## src/rtl/mem_bus_arbiter_if.sv

```systemverilog
// mem_bus_arbiter_if: CPU port, IO port and memory-side signals of mem_bus_arbiter.
// The slave modport is the arbiter's view; the master modport is the requesters' and memory's view.
interface mem_bus_arbiter_if #(
  parameter int AW = 32,
  parameter int DW = 32
);
  logic          cpu_req;
  logic          cpu_we;
  logic [AW-1:0] cpu_addr;
  logic [DW-1:0] cpu_wdata;
  logic [DW-1:0] cpu_rdata;
  logic          cpu_ready;
  logic          io_req;
  logic          io_we;
  logic [AW-1:0] io_addr;
  logic [DW-1:0] io_wdata;
  logic [DW-1:0] io_rdata;
  logic          io_ready;
  logic          mem_we;
  logic [AW-1:0] mem_addr;
  logic [DW-1:0] mem_wdata;
  logic [DW-1:0] mem_rdata;
  logic          owner_io;

  modport slave (
    input  cpu_req, cpu_we, cpu_addr, cpu_wdata,
    input  io_req, io_we, io_addr, io_wdata,
    input  mem_rdata,
    output cpu_rdata, cpu_ready, io_rdata, io_ready,
    output mem_we, mem_addr, mem_wdata, owner_io
  );

  modport master (
    output cpu_req, cpu_we, cpu_addr, cpu_wdata,
    output io_req, io_we, io_addr, io_wdata,
    output mem_rdata,
    input  cpu_rdata, cpu_ready, io_rdata, io_ready,
    input  mem_we, mem_addr, mem_wdata, owner_io
  );
endinterface

```

## src/rtl/mem_bus_arbiter.sv

```systemverilog
// mem_bus_arbiter: shares one memory port between the CPU and an IO/DMA engine, one access per grant.
// Define ARB_ROUND_ROBIN_EN to replace CPU priority with starvation guard by round-robin arbitration.
module mem_bus_arbiter #(
  parameter int AW         = 32,
  parameter int DW         = 32,
  parameter int MEM_LAT    = 1,
  parameter int STARVE_MAX = 4
) (
  input logic              clk,
  input logic              reset,
  mem_bus_arbiter_if.slave bus
);
  typedef enum logic [1:0] {
    S_IDLE      = 2'd0,
    S_GRANT_CPU = 2'd1,
    S_GRANT_IO  = 2'd2,
    S_DONE      = 2'd3
  } state_t;

  localparam logic [3:0] LAT_INIT = 4'(MEM_LAT);
`ifndef ARB_ROUND_ROBIN_EN
  localparam logic [3:0] STARVE_LIM = 4'(STARVE_MAX);
`endif

  state_t        r_state;
  logic [3:0]    r_lat_cnt;
  logic          r_wr;
  logic          r_mem_we;
  logic [AW-1:0] r_mem_addr;
  logic [DW-1:0] r_mem_wdata;
  logic [DW-1:0] r_cpu_rdata;
  logic [DW-1:0] r_io_rdata;
  logic          r_cpu_ready;
  logic          r_io_ready;
  logic          r_owner_io;
`ifdef ARB_ROUND_ROBIN_EN
  logic          r_last_io;
`else
  logic [3:0]    r_starve_cnt;
`endif

  logic w_grant_any;
  logic w_grant_io;

  assign w_grant_any = bus.cpu_req | bus.io_req;

  // IO wins when alone, or on a tie when the policy hands it the turn
  always_comb begin
    w_grant_io = 1'b0;
`ifdef ARB_ROUND_ROBIN_EN
    if (bus.io_req && (!bus.cpu_req || !r_last_io)) begin
      w_grant_io = 1'b1;
    end else begin
      w_grant_io = 1'b0;
    end
`else
    if (bus.io_req && (!bus.cpu_req || (r_starve_cnt == STARVE_LIM))) begin
      w_grant_io = 1'b1;
    end else begin
      w_grant_io = 1'b0;
    end
`endif
  end

  always_ff @(posedge clk) begin
    if (!reset) begin
      r_state     <= S_IDLE;
      r_lat_cnt   <= 4'd0;
      r_wr        <= 1'b0;
      r_mem_we    <= 1'b0;
      r_mem_addr  <= {AW{1'b0}};
      r_mem_wdata <= {DW{1'b0}};
      r_cpu_rdata <= {DW{1'b0}};
      r_io_rdata  <= {DW{1'b0}};
      r_cpu_ready <= 1'b0;
      r_io_ready  <= 1'b0;
      r_owner_io  <= 1'b0;
`ifdef ARB_ROUND_ROBIN_EN
      r_last_io   <= 1'b1;
`else
      r_starve_cnt <= 4'd0;
`endif
    end else begin
      r_mem_we    <= 1'b0;
      r_cpu_ready <= 1'b0;
      r_io_ready  <= 1'b0;
      case (r_state)
        S_IDLE: begin
          if (w_grant_any) begin
            r_state     <= w_grant_io ? S_GRANT_IO : S_GRANT_CPU;
            r_owner_io  <= w_grant_io;
            r_wr        <= w_grant_io ? bus.io_we    : bus.cpu_we;
            r_mem_we    <= w_grant_io ? bus.io_we    : bus.cpu_we;
            r_mem_addr  <= w_grant_io ? bus.io_addr  : bus.cpu_addr;
            r_mem_wdata <= w_grant_io ? bus.io_wdata : bus.cpu_wdata;
            r_lat_cnt   <= LAT_INIT;
          end
`ifdef ARB_ROUND_ROBIN_EN
          if (w_grant_any) begin
            r_last_io <= w_grant_io;
          end
`else
          // Saturating count of CPU wins while IO is kept waiting
          if (!bus.io_req || w_grant_io) begin
            r_starve_cnt <= 4'd0;
          end else if (bus.cpu_req && (r_starve_cnt != STARVE_LIM)) begin
            r_starve_cnt <= r_starve_cnt + 4'd1;
          end
`endif
        end
        S_GRANT_CPU, S_GRANT_IO: begin
          if (r_lat_cnt == 4'd0) begin
            r_state <= S_DONE;
            if (r_owner_io) begin
              r_io_ready <= 1'b1;
              if (!r_wr) begin
                r_io_rdata <= bus.mem_rdata;
              end
            end else begin
              r_cpu_ready <= 1'b1;
              if (!r_wr) begin
                r_cpu_rdata <= bus.mem_rdata;
              end
            end
          end else begin
            r_lat_cnt <= r_lat_cnt - 4'd1;
          end
        end
        S_DONE: begin
          r_state    <= S_IDLE;
          r_owner_io <= 1'b0;
        end
        default: begin
          r_state    <= S_IDLE;
          r_owner_io <= 1'b0;
        end
      endcase
    end
  end

  assign bus.cpu_rdata = r_cpu_rdata;
  assign bus.cpu_ready = r_cpu_ready;
  assign bus.io_rdata  = r_io_rdata;
  assign bus.io_ready  = r_io_ready;
  assign bus.mem_we    = r_mem_we;
  assign bus.mem_addr  = r_mem_addr;
  assign bus.mem_wdata = r_mem_wdata;
  assign bus.owner_io  = r_owner_io;
endmodule

```

## src/flat_wrapper.sv

```systemverilog
// flat-port wrapper written by rule: the top's interface ports become plain ports
module mem_bus_arbiter_flat 
#(
  parameter int AW         = 32,
  parameter int DW         = 32,
  parameter int MEM_LAT    = 1,
  parameter int STARVE_MAX = 4
)
  (clk, reset, bus_cpu_req, bus_cpu_we, bus_cpu_addr, bus_cpu_wdata, bus_io_req, bus_io_we, bus_io_addr, bus_io_wdata, bus_mem_rdata, bus_cpu_rdata, bus_cpu_ready, bus_io_rdata, bus_io_ready, bus_mem_we, bus_mem_addr, bus_mem_wdata, bus_owner_io);
  mem_bus_arbiter_if #(.AW(AW), .DW(DW)) bus_i ();
  input logic clk;
  input logic reset;
  input wire logic [$bits(bus_i.cpu_req)-1:0] bus_cpu_req;
  input wire logic [$bits(bus_i.cpu_we)-1:0] bus_cpu_we;
  input wire logic [$bits(bus_i.cpu_addr)-1:0] bus_cpu_addr;
  input wire logic [$bits(bus_i.cpu_wdata)-1:0] bus_cpu_wdata;
  input wire logic [$bits(bus_i.io_req)-1:0] bus_io_req;
  input wire logic [$bits(bus_i.io_we)-1:0] bus_io_we;
  input wire logic [$bits(bus_i.io_addr)-1:0] bus_io_addr;
  input wire logic [$bits(bus_i.io_wdata)-1:0] bus_io_wdata;
  input wire logic [$bits(bus_i.mem_rdata)-1:0] bus_mem_rdata;
  output wire logic [$bits(bus_i.cpu_rdata)-1:0] bus_cpu_rdata;
  output wire logic [$bits(bus_i.cpu_ready)-1:0] bus_cpu_ready;
  output wire logic [$bits(bus_i.io_rdata)-1:0] bus_io_rdata;
  output wire logic [$bits(bus_i.io_ready)-1:0] bus_io_ready;
  output wire logic [$bits(bus_i.mem_we)-1:0] bus_mem_we;
  output wire logic [$bits(bus_i.mem_addr)-1:0] bus_mem_addr;
  output wire logic [$bits(bus_i.mem_wdata)-1:0] bus_mem_wdata;
  output wire logic [$bits(bus_i.owner_io)-1:0] bus_owner_io;
  assign bus_i.cpu_req = bus_cpu_req;
  assign bus_i.cpu_we = bus_cpu_we;
  assign bus_i.cpu_addr = bus_cpu_addr;
  assign bus_i.cpu_wdata = bus_cpu_wdata;
  assign bus_i.io_req = bus_io_req;
  assign bus_i.io_we = bus_io_we;
  assign bus_i.io_addr = bus_io_addr;
  assign bus_i.io_wdata = bus_io_wdata;
  assign bus_i.mem_rdata = bus_mem_rdata;
  assign bus_cpu_rdata = bus_i.cpu_rdata;
  assign bus_cpu_ready = bus_i.cpu_ready;
  assign bus_io_rdata = bus_i.io_rdata;
  assign bus_io_ready = bus_i.io_ready;
  assign bus_mem_we = bus_i.mem_we;
  assign bus_mem_addr = bus_i.mem_addr;
  assign bus_mem_wdata = bus_i.mem_wdata;
  assign bus_owner_io = bus_i.owner_io;
  mem_bus_arbiter #(.AW(AW), .DW(DW), .MEM_LAT(MEM_LAT), .STARVE_MAX(STARVE_MAX)) u_core (.clk(clk), .reset(reset), .bus(bus_i));
endmodule
```

## config.mk

```make
export PLATFORM = sky130hd
export DESIGN_NAME = mem_bus_arbiter_flat
export DESIGN_NICKNAME = d
export VERILOG_FILES = /design/src/rtl/mem_bus_arbiter_if.sv /design/src/rtl/mem_bus_arbiter.sv /design/src/flat_wrapper.sv
export SDC_FILE = /design/constraint.sdc
export NUM_CORES = 1
export LEC_CHECK = 0
export ABC_AREA = 1
export CORE_ASPECT_RATIO = 1.75
export CORE_MARGIN = 8
export CORE_UTILIZATION = 25
export CTS_CLUSTER_DIAMETER = 50
export DETAILED_ROUTE_END_ITERATION = 10
export SETUP_SLACK_MARGIN = 0.2
export SLEW_MARGIN = 25
export SYNTH_ARGS = -nofsm -noshare
export SYNTH_HDL_FRONTEND = slang
export SYNTH_SLANG_ARGS = --single-unit
```

## constraint.sdc

```tcl
create_clock -name clk -period 2.1 [get_ports clk]
set_input_delay 0.315 -clock clk [delete_from_list [all_inputs] [get_ports clk]]
set_output_delay 0.315 -clock clk [all_outputs]
set_load 0.1 [all_outputs]
```

==> impl_metrics.toml <==
[hold_path]
min_delay_path_depth = 4
hold-path-endpoint = "u_core.r_lat_cnt[1]"
min-delay-start = "reset"
min_path_type = "in -> reg"

[clock_tree]
clkSlewWorstSetupHoldPaths_ps = 60
cts.sink_count = 143
clock_latency_ps = 430
numCtsBuffers = 17
cts.path.max_buffers = 2
root_buffer = "clkbuf_16"
htree_levels = 4
cts_tree = "built"
postCtsSetupBuffers = 0
post_cts_resized = 0
ctsHoldBuffers = 0

[placed_design]
portBuffers = 297
dp_cells = 1518
place_area_um2 = 9290
place.gp.congestion = 0.760
place_ws_ps = 228
hpwl_um = 17300

[setup_path]
worstReg2RegStart = "u_core.r_state[1]"
rr_worst_depth = 8
r2r_slack_ps = 380
crit_type = "reg -> reg"
cp_max_fo = 26
cp.required_ps = 2410
crit_path_end_kind = "flip-flop"
crit_arrival_ps = 2030
start_kind = "flip-flop"
cp-startpoint = "u_core.r_state[1]"
r2r-end = "u_core.bus.cpu_rdata[20]"

[pwr]
p_seq_share_pct = 22.9
switchingPower_mw = 9.79
irDropWorstVdd_mv = 0.907
p_int_mw = 7.89
pwr-share-clk_pct = 18.0
cellPowerDensity_nw_per_um2 = 1780
sw_frac_of_total_pct = 55.4
p_leak_nw = 4.74
p_comb_share_pct = 59.1

[logic_synthesis]
synth_compound_area_share_pct = 6.42
synth-simple-area-share_pct = 36.6
yosysWarningCount = 0
ys_seq_area_share_pct = 44.6
ys.flop_type = "dfxtp_1"
synthAdderAreaFrac_pct = 1.37
synth_nets = 1124
syn_inst = 951
synth_top_family_by_area = "simple AND/OR/NAND/NOR gates"
synth_xor_area_share_pct = 0
synth_mux_area_share_pct = 0
ys_types = 24
synth_area_um2 = 6420
async_flop_share_pct = 0
avgSynthCellArea_um2 = 6.75
synth_edf_count = 0
synth_seq_cells = 143

[global_routing]
grt_pass1_vias = 6476
overflow = 0
antenna_found_initial = 4
grt_pass1_wl_um = 35600
grt_max_degree = 71
track_usage_pct = 14.6

[timing]
setup_violations = 0
post-route-period-util_pct = 82.0
fin_skew_ps = 12.0
setup_tns_ps = 0
fmax_mhz = 580
holdWs_ps = 375
slew_violations = 0
maxSlewHeadroom_pct = 61.0
rsz0062_at_grt = "true"
finalWorstSetupSlack_ps = 377
hold_viol = 0
period_needed_ps = 1720
tightest_slew_ps = 586

[routing]
via_per_inst = 4.35
postRouteAntennaNets = 0
vias = 6746
drt_iter0_drc = 298
first_pass_iters = 4
finalWirelength_um = 23000
drc = 0
routedWlPerCell_um = 14.8

[layout]
final_cell_mix = "nor2_1, clkdlybuf4s50_1, nand2_1"
final_area_um2 = 9920
drive_above_1_share_pct = 15.8
final_nets = 1394
fillerInstances = 2694
syn_to_final_growth_pct = 54.7
register_area_um2 = 2860
final_common_cell = "nor2_1"
fin_cells = 1550
multi_input_area_um2 = 2860

[flow_run]
maxCapViolCount = 0

[die]
ios = 298
fp.dieArea_um2 = 31200
fp.dieW_um = 137
row_count = 77
core_um2 = 25200
start_util_pct = 25.4
die_h_um = 228

[status]
status = "finished clean"
## routing by layer
metal / vias up / part of all wire [%] / global-route usage (%) / wire length, um
li1: 3495 / - / - / -
met1: 3011 / 38 / 15.0 / 8710
met2: 211 / 52 / 26.0 / 11900
met3: 25 / 8.0 / 4.93 / 1850
met4: 4 / 2.2 / 6.21 / 507
met5: - / 0.12 / 0 / 27
## synthesized netlist by cell type, types with 3 or more instances
cell type	instances	share of area, %
a21oi_1	9	0.70
buf_2	14	1.1
buf_4	5	0.59
buf_6	15	2.6
clkbuf_1	29	1.7
dfxtp_1	143	45
ha_1	7	1.4
inv_1	80	4.7
inv_2	5	0.29
nand2_1	152	8.9
nand2_2	4	0.39
nand3_1	134	10
nor2_1	273	16
nor3_1	3	0.23
o21ai_0	69	5.4
## cells by family after synthesis
logic type	count (synthesis)
buffers and inverters	149
AO/OA/AOI/OAI	81
adder cells (fa/ha/maj)	7
flip-flops	143
AND/OR/NAND/NOR	571
## area by class of cell
cell class / count / area share, %
timing repair buffer: 315 / 28.9
sequential: 143 / 28.8
multi-input combinational: 659 / 28.8
clock buffer: 20 / 4.50
tap: 316 / 3.98
inverter: 85 / 3.27
clock inverter: 10 / 1.64
antenna: 2 / 0.0504
## state kept, by name, summed over array words and instances (netlist names)
name	flops
u_core.r_wr	1
u_core.r_lat_cnt	4
u_core.r_state	2
u_core.bus.io_rdata	32
u_core.bus.cpu_ready	1
u_core.bus.mem_addr	32
u_core.bus.io_ready	1
u_core.bus.mem_wdata	32
u_core.bus.cpu_rdata	32
u_core.bus.mem_we	1
u_core.r_starve_cnt	4
u_core.bus.owner_io	1
## worst max-delay path: stages (launching register included)
cell and delay (ps):
dfxtp_1 360, inv_1 70, ha_1 360, inv_2 80
nor2_4 140, nand2_2 150, buf_6 210, o21ai_0 180
nor2_1 50
## metrics by stage
stage | utilization [%] | total power, mW
floorplan | - | 12.3
global placement | 36.8 | 14.6
detailed placement | 36.8 | 14.6
CTS | 39.2 | 17.9
global route | 39.3 | 18.6
finish | 39.3 | 17.7
## power groups by stage
stage	sequential (mW)	clock [mW]	combinational [mW]
after floorplan	9.92	0	2.33
after global placement	4.07	0	10.5
after detailed placement	4.11	0	10.5
after CTS	4.06	3.30	10.5
after global routing	4.18	3.40	11.0
final	4.05	3.18	10.4
## how the worst max path moves through the flow
| stage | end | slack (ps) | cells past startpoint |
|---|---|---|---|
| floorplan | u_core.bus.io_rdata[10] | 320 | 4 |
| global placement | u_core.bus.mem_wdata[5] | 230 | 7 |
| detailed placement | u_core.bus.mem_wdata[5] | 230 | 7 |
| CTS | u_core.bus.io_rdata[15] | 240 | 8 |
| global route | u_core.bus.io_rdata[15] | 190 | 8 |
| finish | u_core.bus.cpu_rdata[20] | 380 | 8 |
Power figures use the tool's default switching activity.
